**config.mk**
```make
export PLATFORM = sky130hd
export DESIGN_NAME = alu_operand_stage_flat
export DESIGN_NICKNAME = d
export VERILOG_FILES = /design/src/rtl/alu_operand_if.sv /design/src/rtl/alu_operand_stage.sv /design/src/flat_wrapper.sv
export SDC_FILE = /design/constraint.sdc
export NUM_CORES = 1
export LEC_CHECK = 0
export ABC_AREA = 0
export BUFFER_PORTS_ARGS = -buffer_cell sky130_fd_sc_hd__buf_2
export CAP_MARGIN = 30
export CORE_MARGIN = 5
export CORE_UTILIZATION = 45
export CTS_BUF_LIST = sky130_fd_sc_hd__clkbuf_16
export CTS_CLUSTER_SIZE = 24
export DETAILED_ROUTE_END_ITERATION = 8
export PLACE_DENSITY = 0.87
export SYNTH_ARGS = -nofsm -noshare
export SYNTH_HDL_FRONTEND = slang
export SYNTH_SLANG_ARGS = --single-unit
```
**constraint.sdc**
```tcl
create_clock -name CLK -period 4.7 [get_ports CLK]
set_input_delay 0.94 -clock CLK [delete_from_list [all_inputs] [get_ports CLK]]
set_output_delay 0.94 -clock CLK [all_outputs]
set_load 0.005 [all_outputs]
```
**src/rtl/alu_operand_if.sv**
```systemverilog
// Decode/forwarding/execute bundle for the ALU operand stage.
// The master side is the surrounding pipeline; the slave side is alu_operand_stage.
interface alu_operand_if #(
    parameter int DATA_W    = 32,
    parameter int SHAMT_W   = 5,
    parameter int REG_IDX_W = 5
);
    logic                 in_valid;
    logic                 in_ready;
    logic [REG_IDX_W-1:0] rs_idx;
    logic [REG_IDX_W-1:0] rt_idx;
    logic [DATA_W-1:0]    rs_data;
    logic [DATA_W-1:0]    rt_data;
    logic [DATA_W-1:0]    ext_imm;
    logic [SHAMT_W-1:0]   shamt;
    logic [1:0]           alu_src;
    logic                 exmem_wen;
    logic                 memwb_wen;
    logic [REG_IDX_W-1:0] exmem_rd;
    logic [REG_IDX_W-1:0] memwb_rd;
    logic [DATA_W-1:0]    exmem_data;
    logic [DATA_W-1:0]    memwb_data;
    logic                 exmem_is_load;
    logic                 flush;
    logic                 out_valid;
    logic                 out_ready;
    logic [DATA_W-1:0]    op_a;
    logic [DATA_W-1:0]    op_b;

    modport master (
        output in_valid, rs_idx, rt_idx, rs_data, rt_data, ext_imm, shamt, alu_src,
               exmem_wen, memwb_wen, exmem_rd, memwb_rd, exmem_data, memwb_data,
               exmem_is_load, flush, out_ready,
        input  in_ready, out_valid, op_a, op_b
    );

    modport slave (
        input  in_valid, rs_idx, rt_idx, rs_data, rt_data, ext_imm, shamt, alu_src,
               exmem_wen, memwb_wen, exmem_rd, memwb_rd, exmem_data, memwb_data,
               exmem_is_load, flush, out_ready,
        output in_ready, out_valid, op_a, op_b
    );
endinterface

```
**src/rtl/alu_operand_stage.sv**
```systemverilog
// Registered ALU operand stage: forwarding, load-use hazard hold, one-deep valid/ready register.
// Optional load-use stall counter enabled by defining ALU_OPERAND_STATS_EN.
module alu_operand_stage #(
    parameter int DATA_W    = 32,
    parameter int SHAMT_W   = 5,
    parameter int REG_IDX_W = 5
) (
    input  logic CLK,
    input  logic RST,
    alu_operand_if.slave bus
`ifdef ALU_OPERAND_STATS_EN
    ,
    output logic [15:0] stall_count
`endif
);
    localparam int HALF_W = DATA_W / 2;

    // EX/MEM beats MEM/WB; a load in EX/MEM has no data yet, so it never forwards.
    function automatic logic [DATA_W-1:0] fwd(
        input logic [REG_IDX_W-1:0] idx,
        input logic [DATA_W-1:0]    regval,
        input logic                 em_wen,
        input logic [REG_IDX_W-1:0] em_rd,
        input logic [DATA_W-1:0]    em_data,
        input logic                 em_load,
        input logic                 mw_wen,
        input logic [REG_IDX_W-1:0] mw_rd,
        input logic [DATA_W-1:0]    mw_data
    );
        if (idx == '0)
            return regval;
        if (em_wen && em_rd == idx && !em_load)
            return em_data;
        if (mw_wen && mw_rd == idx)
            return mw_data;
        return regval;
    endfunction

    logic              w_hazard;
    logic              w_in_ready;
    logic              w_accept;
    logic [DATA_W-1:0] w_op_a;
    logic [DATA_W-1:0] w_op_b;
    logic [DATA_W-1:0] w_fwd_b;

    logic              r_vld_p0;
    logic [DATA_W-1:0] r_op_a_p0;
    logic [DATA_W-1:0] r_op_b_p0;

    assign w_hazard = bus.in_valid && bus.exmem_wen && bus.exmem_is_load &&
                      (bus.exmem_rd != '0) &&
                      ((bus.exmem_rd == bus.rs_idx) ||
                       (bus.alu_src == 2'd0 && bus.exmem_rd == bus.rt_idx));

    assign w_in_ready = !RST && (!r_vld_p0 || bus.out_ready) && !w_hazard && !bus.flush;
    assign w_accept   = bus.in_valid && w_in_ready;

    assign w_op_a  = fwd(bus.rs_idx, bus.rs_data, bus.exmem_wen, bus.exmem_rd, bus.exmem_data,
                         bus.exmem_is_load, bus.memwb_wen, bus.memwb_rd, bus.memwb_data);
    assign w_fwd_b = fwd(bus.rt_idx, bus.rt_data, bus.exmem_wen, bus.exmem_rd, bus.exmem_data,
                         bus.exmem_is_load, bus.memwb_wen, bus.memwb_rd, bus.memwb_data);

    always_comb begin
        w_op_b = w_fwd_b;
        case (bus.alu_src)
            2'd0:    w_op_b = w_fwd_b;
            2'd1:    w_op_b = bus.ext_imm;
            2'd2:    w_op_b = {{(DATA_W-SHAMT_W){1'b0}}, bus.shamt};
            default: w_op_b = {bus.ext_imm[HALF_W-1:0], {HALF_W{1'b0}}};
        endcase
    end

    // Stage p0: operand register; held values stay frozen while execute stalls.
    always_ff @(posedge CLK or posedge RST) begin
        if (RST) begin
            r_vld_p0  <= 1'b0;
            r_op_a_p0 <= '0;
            r_op_b_p0 <= '0;
        end else if (bus.flush) begin
            r_vld_p0 <= 1'b0;
        end else if (w_accept) begin
            r_vld_p0  <= 1'b1;
            r_op_a_p0 <= w_op_a;
            r_op_b_p0 <= w_op_b;
        end else if (bus.out_ready) begin
            r_vld_p0 <= 1'b0;
        end
    end

    assign bus.in_ready  = w_in_ready;
    assign bus.out_valid = r_vld_p0;
    assign bus.op_a      = r_op_a_p0;
    assign bus.op_b      = r_op_b_p0;

`ifdef ALU_OPERAND_STATS_EN
    logic [15:0] r_stall_cnt_p0;

    always_ff @(posedge CLK or posedge RST) begin
        if (RST)
            r_stall_cnt_p0 <= '0;
        else if (w_hazard && !bus.flush && r_stall_cnt_p0 != 16'hFFFF)
            r_stall_cnt_p0 <= r_stall_cnt_p0 + 16'd1;
    end

    assign stall_count = r_stall_cnt_p0;
`endif
endmodule

```
**src/flat_wrapper.sv**
```systemverilog
// flat-port wrapper written by rule: the top's interface ports become plain ports
module alu_operand_stage_flat 
#(
    parameter int DATA_W    = 32,
    parameter int SHAMT_W   = 5,
    parameter int REG_IDX_W = 5
)
  (CLK, RST, bus_in_valid, bus_rs_idx, bus_rt_idx, bus_rs_data, bus_rt_data, bus_ext_imm, bus_shamt, bus_alu_src, bus_exmem_wen, bus_memwb_wen, bus_exmem_rd, bus_memwb_rd, bus_exmem_data, bus_memwb_data, bus_exmem_is_load, bus_flush, bus_out_ready, bus_in_ready, bus_out_valid, bus_op_a, bus_op_b);
  alu_operand_if #(.DATA_W(DATA_W), .SHAMT_W(SHAMT_W), .REG_IDX_W(REG_IDX_W)) bus_i ();
  input  logic CLK;
  input  logic RST;
  input wire logic [$bits(bus_i.in_valid)-1:0] bus_in_valid;
  input wire logic [$bits(bus_i.rs_idx)-1:0] bus_rs_idx;
  input wire logic [$bits(bus_i.rt_idx)-1:0] bus_rt_idx;
  input wire logic [$bits(bus_i.rs_data)-1:0] bus_rs_data;
  input wire logic [$bits(bus_i.rt_data)-1:0] bus_rt_data;
  input wire logic [$bits(bus_i.ext_imm)-1:0] bus_ext_imm;
  input wire logic [$bits(bus_i.shamt)-1:0] bus_shamt;
  input wire logic [$bits(bus_i.alu_src)-1:0] bus_alu_src;
  input wire logic [$bits(bus_i.exmem_wen)-1:0] bus_exmem_wen;
  input wire logic [$bits(bus_i.memwb_wen)-1:0] bus_memwb_wen;
  input wire logic [$bits(bus_i.exmem_rd)-1:0] bus_exmem_rd;
  input wire logic [$bits(bus_i.memwb_rd)-1:0] bus_memwb_rd;
  input wire logic [$bits(bus_i.exmem_data)-1:0] bus_exmem_data;
  input wire logic [$bits(bus_i.memwb_data)-1:0] bus_memwb_data;
  input wire logic [$bits(bus_i.exmem_is_load)-1:0] bus_exmem_is_load;
  input wire logic [$bits(bus_i.flush)-1:0] bus_flush;
  input wire logic [$bits(bus_i.out_ready)-1:0] bus_out_ready;
  output wire logic [$bits(bus_i.in_ready)-1:0] bus_in_ready;
  output wire logic [$bits(bus_i.out_valid)-1:0] bus_out_valid;
  output wire logic [$bits(bus_i.op_a)-1:0] bus_op_a;
  output wire logic [$bits(bus_i.op_b)-1:0] bus_op_b;
  assign bus_i.in_valid = bus_in_valid;
  assign bus_i.rs_idx = bus_rs_idx;
  assign bus_i.rt_idx = bus_rt_idx;
  assign bus_i.rs_data = bus_rs_data;
  assign bus_i.rt_data = bus_rt_data;
  assign bus_i.ext_imm = bus_ext_imm;
  assign bus_i.shamt = bus_shamt;
  assign bus_i.alu_src = bus_alu_src;
  assign bus_i.exmem_wen = bus_exmem_wen;
  assign bus_i.memwb_wen = bus_memwb_wen;
  assign bus_i.exmem_rd = bus_exmem_rd;
  assign bus_i.memwb_rd = bus_memwb_rd;
  assign bus_i.exmem_data = bus_exmem_data;
  assign bus_i.memwb_data = bus_memwb_data;
  assign bus_i.exmem_is_load = bus_exmem_is_load;
  assign bus_i.flush = bus_flush;
  assign bus_i.out_ready = bus_out_ready;
  assign bus_in_ready = bus_i.in_ready;
  assign bus_out_valid = bus_i.out_valid;
  assign bus_op_a = bus_i.op_a;
  assign bus_op_b = bus_i.op_b;
  alu_operand_stage #(.DATA_W(DATA_W), .SHAMT_W(SHAMT_W), .REG_IDX_W(REG_IDX_W)) u_core (.CLK(CLK), .RST(RST), .bus(bus_i));
endmodule
```
==> flow_summary.yaml, run 1 <==
status:
  status: "finished clean"
clock_network:
  root_buffer: "clkbuf_16"
  hold_buffers: 0
  clk-insertion-delay-late_ns: 0.35
  numCtsBuffers: 9
  cts_tree: "built"
  ctsLongestPathBuffers: 2
  htree_levels: 3
  cts-resized-gates: 0
  cts_setup_buffers: 0
  cts_sinks: 65
  clkTransAtPathRegs_ns: 0.06
critical_path:
  crit_buf_inv: 2
  crit_start: "bus_rt_idx[2]"
  reg2reg_from: "u_core.bus.out_valid"
  crit_slowest_cell: "nand3_1"
  critical_path_class: "in -> out"
  cp.arrival_ns: 2.49
  crit_required_ns: 3.76
  critPathTopFamily: "simple AND/OR/NAND/NOR gates"
  cp_max_fo: 13
  cp_slowest_stage_delay_ns: 0.43
  end_kind: "output pin"
  path_cells: "buf_2, xnor2_1, nand3_1, o22a_1, nor3_1, a21boi_0, buf_2"
  crit_path_start_kind: "primary input"
  cp_common_cell: "buf_2"
global_routing:
  grt_pass1_vias: 6032
  grt_pass1_wl_mm: 32.50
  grt_overflow: 0
  grt_max_degree: 107
  antenna_found_initial: 0
  track_usage_pct: 28.88
floorplan:
  die_y_um: 117.6
  core_um2: 11370
  die_area_um2: 13830
  rows: 39
  ioPinCount: 261
  initial_utilization_pct: 45.81
  chipWidth_um: 117.6
placed_design:
  place_hpwl_mm: 15.59
  place_congestion: 0.9614
  port_buffers: 260
  pre_cts_ws_ns: 1.158
  place_inst: 1000
power_and_ir_drop:
  total_power_w: 0.001939
  ir_drop_v: 0.0002423
  p_per_area_nw_per_um2: 283.9
  cellLeakagePower_nw: 3.188
route:
  wl_mm: 20.77
  drc: 0
  ant_nets: 0
  drt_iter0_drc: 680
  wl_per_cell_um: 20.44
  drt_first_pass_iters: 6
  via_per_inst: 6.006
  via_count: 6102
logic_synthesis:
  yosysUniqueCellTypes: 55
  ys_seq_area_share_pct: 31.23
  synthesis.instances: 641
  synthFlopType: "dfrtp_1"
  yosysTopAreaCellShare_pct: 31.23
  syn_avg_cell_area_um2: 8.126
  syn_nets: 836
  synthTopCellsByArea: "dfrtp_1 (31%), a21oi_1 (5.3%), nand2_1 (4.4%)"
  ys_seq_elements: 65
  yosysWarnings: 0
  synth_edf_count: 0
  synth.largest_area_cell: "dfrtp_1"
  synthArstFlopShare_pct: 100.0
  netlist_area_um2: 5209
  yosys-top-cells-count: "dfrtp_1 (65), nand2_1 (61), a21oi_1 (55)"
  yosysMostFrequentCell: "dfrtp_1"
timing:
  drv_slew: 0
  worst_slew_margin_rel_pct: 39.58
  max_freq_mhz: 291.1
  finalClockSkew_ns: 0.007038
  finalCriticalPeriod_ns: 3.435
  fin_tns_setup_ns: 0
  rsz0062_at_grt: "no"
  setup_viol: 0
  setup_ws_ns: 1.265
  fin_crit_sh_pct: 73.08
  hold_viol: 0
  worstMarginPinSlew_ns: 0.9050
finish:
  final_cell_count_no_fill: 1016
  fin_util_pct: 60.06
  areaGrowthSynthToFinish_pct: 31.11
  drive_above_1_share_pct: 36.54
  final_nets: 1063
  n_antenna_cell: 0
hold_path:
  hold_path.class: "reg -> reg"
  worstHoldStart: "u_core.bus.op_b[0]"
run:
  cap_violations: 0
[cell type report]
cell class | count | area [um2]
clock buffers | 9 | 225.2
clock inverters | 7 | 53.80
fillers | 1039 | 4541
inverters | 18 | 67.56
multi-input cells | 503 | 3273
flip-flops and latches | 65 | 1627
well taps | 143 | 178.9
repair buffers | 271 | 1404
[kinds of logic (layout without fill, tap and decap cells)]
kind of cell / after synthesis / in the layout / synth area share, %
AOI/OAI and AO/OA: 207 / 207 / 29.83
DFF: 65 / 65 / 31.23
buffers and inverters: 73 / 305 / 6.197
muxes: 29 / 29 / 5.861
and+or+nand+nor: 247 / 247 / 23.52
xor gates and xnor gates: 20 / 20 / 3.363
[registers in the layout, summed over array words and instances (netlist names)]
register	cells
u_core.bus.op_b	32
u_core.bus.out_valid	1
u_core.bus.op_a	32
[path summary, 6_finish.rpt]
path / end / slack [ns] / depth (start not counted)
setup reg to reg: u_core.bus.op_b[13] / 2.55 / 6
hold / removal: u_core.bus.op_b[0] / 0.47 / 2
setup / recovery: bus_in_ready / 1.27 / 7
min in group asynchronous: u_core.bus.op_a[3] / 0.80 / 2
hold reg to reg: u_core.bus.op_b[0] / 0.47 / 2
max in group asynchronous: u_core.bus.op_b[29] / 2.96 / 3
[cells in the final DEF (no fill, tap or decap), types with 3 or more instances in the layout]
cell type    n
buf_2      260
dfrtp_1     65
nand2_1     61
a21oi_1     55
nor2_1      50
nand3_1     35
nand2b_1    25
and2_1      25
a21boi_0    24
o31a_1      23
nor3_1      20
xnor2_1     18
mux2i_1     17
inv_1       17
a31oi_1     15
o221ai_1    14
o21ai_0     12
mux2_2      12
a221oi_1    10
a22o_1       9
clkbuf_16    9
buf_4        9
nor3b_1      7
and3_1       6
o41ai_2      6
a211o_1      6
a211oi_1     5
nor3_2       4
a2111oi_0    4
a22oi_1      4
o2111a_1     3
a221o_1      3
o41ai_1      3
inv_6        3
[metrics by stage]
stage	area [um2]	hold WS [ns]
after global placement	6535	0.4578
after floorplan	5209	0.4673
final	6829	0.4745
after CTS	6829	0.4765
after detailed placement	6550	0.4560
after global routing	6829	0.5104
[report_power, final]
part	internal (W)	total, W	switching, W
clock	0.000362	0.000649	0.000287
sequential	0.000668	0.000727	0.0000590
combinational	0.000282	0.000563	0.000281
total	0.00131	0.00194	0.000627
[tightest hold or removal path, cell delays in order (launching register included)]
cell and delay [ns]:
dfrtp_1 0.34, nand2_1 0.05, o31ai_1 0.05
[layer usage]
metal | up-vias | share of wire [%] | GRT usage (%)
li1 | 2805 | - | -
met1 | 2868 | 40 | 37.30
met2 | 370 | 47 | 46.50
met3 | 59 | 9.0 | 7.593
met4 | 0 | 3.7 | 10.54
met5 | - | 0 | 0
Power figures use the tool's default switching activity.
==> run 2, diff against run 1 <==
--- a/config.mk
+++ b/config.mk
@@ -5,7 +5,7 @@
 export SDC_FILE = /design/constraint.sdc
 export NUM_CORES = 1
 export LEC_CHECK = 0
-export ABC_AREA = 0
+export ABC_AREA = 1
 export BUFFER_PORTS_ARGS = -buffer_cell sky130_fd_sc_hd__buf_2
 export CAP_MARGIN = 30
 export CORE_MARGIN = 5
@@ -13,7 +13,7 @@
 export CTS_BUF_LIST = sky130_fd_sc_hd__clkbuf_16
 export CTS_CLUSTER_SIZE = 24
 export DETAILED_ROUTE_END_ITERATION = 8
-export PLACE_DENSITY = 0.87
+export PLACE_DENSITY = 0.84
 export SYNTH_ARGS = -nofsm -noshare
 export SYNTH_HDL_FRONTEND = slang
 export SYNTH_SLANG_ARGS = --single-unit
==> constraint.sdc (replaced) <==
create_clock -name CLK -period 3.47 [get_ports CLK]
set_input_delay 0.694 -clock CLK [delete_from_list [all_inputs] [get_ports CLK]]
set_output_delay 0.694 -clock CLK [all_outputs]
set_load 0.005 [all_outputs]
==> run 2 against run 1 <==
Cell count up 45%. Via count rose by 30%. Setup slack worse by 0.18 ns. Highest routed layer is now met5. Die area rose by 15%. Non-clock buffer count rose by 5. Register-to-register slack worse by 0.94 ns. Combinational power up 46%. Final area increased by 14%. Sequential share of layout area is 2.8 points lower. Count of clock-buffer cells in the layout unchanged. Routed wire length up 18%.
==> flow_summary.yaml, run 2 <==
floorplan:
  die_y_um: 126.0
  ioPinCount: 261
  initial_utilization_pct: 45.75
  core_um2: 13240
  chipWidth_um: 126.0
  rows: 42
  die_area_um2: 15880
logic_synthesis:
  synthArstFlopShare_pct: 100.0
  yosysTopAreaCellShare_pct: 28.93
  yosysWarnings: 0
  netlist_area_um2: 6058
  yosysMostFrequentCell: "nand2_1"
  synthTopCellsByArea: "nand2_1 (29%), dfrtp_1 (27%), nand3_1 (11%)"
  yosysUniqueCellTypes: 29
  ys_seq_elements: 65
  yosys-top-cells-count: "nand2_1 (467), nand3_1 (130), inv_1 (117)"
  synth_edf_count: 0
  syn_nets: 1264
  synthesis.instances: 1069
  syn_avg_cell_area_um2: 5.667
  synthFlopType: "dfrtp_1"
  synth.largest_area_cell: "nand2_1"
  ys_seq_area_share_pct: 26.85
timing:
  worstMarginPinSlew_ns: 1.092
  setup_viol: 0
  hold_viol: 0
  finalCriticalPeriod_ns: 2.387
  worst_slew_margin_rel_pct: 27.11
  finalClockSkew_ns: 0.009250
  fin_tns_setup_ns: 0
  drv_slew: 0
  max_freq_mhz: 418.9
  fin_crit_sh_pct: 68.79
  rsz0062_at_grt: "no"
clock_network:
  root_buffer: "clkbuf_16"
  htree_levels: 3
  clkTransAtPathRegs_ns: 0.07
  cts-resized-gates: 0
  cts_setup_buffers: 0
  cts_sinks: 65
  ctsLongestPathBuffers: 2
  clk-insertion-delay-late_ns: 0.34
  numCtsBuffers: 9
  hold_buffers: 0
  cts_tree: "built"
critical_path:
  cp_common_cell: "nand2_1"
  crit_required_ns: 2.78
  cp_max_fo: 19
  crit_path_start_kind: "primary input"
  critical_path_class: "in -> out"
  cp.arrival_ns: 1.69
  cp_slowest_stage_delay_ns: 0.26
  path_cells: "buf_2, nor2_1, nand4_1, nand2_1, nand2_1, nand2_1, inv_1, buf_2"
  end_kind: "output pin"
  crit_slowest_cell: "nor2_1"
global_routing:
  antenna_found_initial: 8
  grt_max_degree: 67
  grt_overflow: 0
  grt_pass1_vias: 7385
  grt_pass1_wl_mm: 38.68
  track_usage_pct: 30.16
placed_design:
  place_congestion: 0.9565
  place_inst: 1454
  port_buffers: 260
  place_hpwl_mm: 18.18
finish:
  final_common_cell: "nand2_1"
  final_nets: 1484
  drive_above_1_share_pct: 24.96
  final_cell_mix: "nand2_1 (467), buf_2 (260), nand3_1 (130)"
  fillers: 1406
  final_cell_count_no_fill: 1476
  areaGrowthSynthToFinish_pct: 27.98
route:
  via_count: 7930
  drc: 0
  drt_first_pass_iters: 5
  wl_mm: 24.59
  wl_per_cell_um: 16.66
  ant_nets: 0
  drt_iter0_drc: 699
  via_per_inst: 5.373
power_and_ir_drop:
  ir_drop_v: 0.0002250
  combPwrFrac_pct: 29.8
  clkPwrFrac_pct: 34.5
  internal-power_w: 0.001806
  p_switching_w: 0.0009537
  p_seq_share_pct: 35.7
  cellLeakagePower_nw: 4.909
  p_per_area_nw_per_um2: 355.9
  power_switching_share_pct: 34.56
run:
  cap_violations: 0
status:
  status: "finished clean"
hold_path:
  hold_path.class: "reg -> reg"
-- run 2: cell count changes in the layout (fill, tap and decap cells not counted), sizes merged, moves of 17 or more --
cell and change:
nand2b -25, inv +104, mux2i -17, nand3b +21, nand2 +407, nand4 +34, o31a -23, nand3 +96
nor3 -20, a21boi -23, and2 -25, or2 +29
-- run 2: worst max-delay path, delay by kind of cell --
kind	cells	cell delay, ns
buf+inv	3	0.36
simple gates	5	0.62
-- run 2: metrics by stage --
| stage | instance area (um2) | setup WS, ns | total power (W) | hold slack [ns] | utilization [%] |
|---|---|---|---|---|---|
| 2_1_floorplan | 6058 | 1.150 | 0.001395 | 0.4720 | - |
| 3_3_place_gp | 7436 | 1.023 | 0.001800 | 0.4564 | 56.15 |
| 3_5_place_dp | 7436 | 0.9435 | 0.001811 | 0.4608 | 56.15 |
| 4_1_cts | 7739 | 1.065 | 0.002769 | 0.4776 | 58.44 |
| 5_1_grt | 7754 | 0.9928 | 0.002919 | 0.4938 | 58.55 |
| 6_report | 7754 | 1.083 | 0.002759 | 0.4729 | 58.55 |
-- run 2: cell families (layout without fill, tap and decap cells) --
kind of cell,after synthesis,count (layout),share of synthesized area (%)
XOR/XNOR,6,6,0.8676
buffers and inverters,191,416,13.24
AO/OA/AOI/OAI,67,67,5.721
other,0,6,0
AND/OR/NAND/NOR,740,740,53.32
flip-flops,65,65,26.85
-- run 2: worst paths after layout --
check,startpoint,to,slack (ns),depth (start not counted)
max,bus_alu_src[1],bus_in_ready,1.08,8
min reg2reg,u_core.bus.op_a[4],u_core.bus.op_a[4],0.47,2
max in group asynchronous,RST,u_core.bus.op_a[6],2.26,3
min,u_core.bus.op_a[4],u_core.bus.op_a[4],0.47,2
min in group asynchronous,RST,u_core.bus.out_valid,0.59,3
max reg2reg,u_core.bus.out_valid,u_core.bus.op_a[0],1.61,8
-- run 2: per-layer routing --
layer	vias up	global-route usage (%)	routed length (um)
met2	490	48.39	11360
met5	-	0	29
met3	54	5.588	2433
li1	3786	-	-
met1	3596	40.03	10050
met4	4	12.56	718
-- run 2: final cells by class --
cell class	count	area (um2)	share of cell area [%]
antenna	6	15.01	0.1936
clock buffer	9	225.2	2.905
clock inverter	7	77.57	1.000
inverter	124	465.4	6.003
multi-input combinational	813	3665	47.26
sequential	65	1627	20.98
tap	176	220.2	2.840
timing repair buffer	276	1459	18.82
-- run 2: power by group through the flow --
stage	Clock (W)	Combinational [W]	Sequential [W]
4_1_cts	0.000964	0.000822	0.000983
3_3_place_gp	0	0.000806	0.000994
5_1_grt	0.000994	0.000924	0.00100
3_5_place_dp	0	0.000820	0.000992
6_report	0.000952	0.000823	0.000984
2_1_floorplan	0	0.000399	0.000996
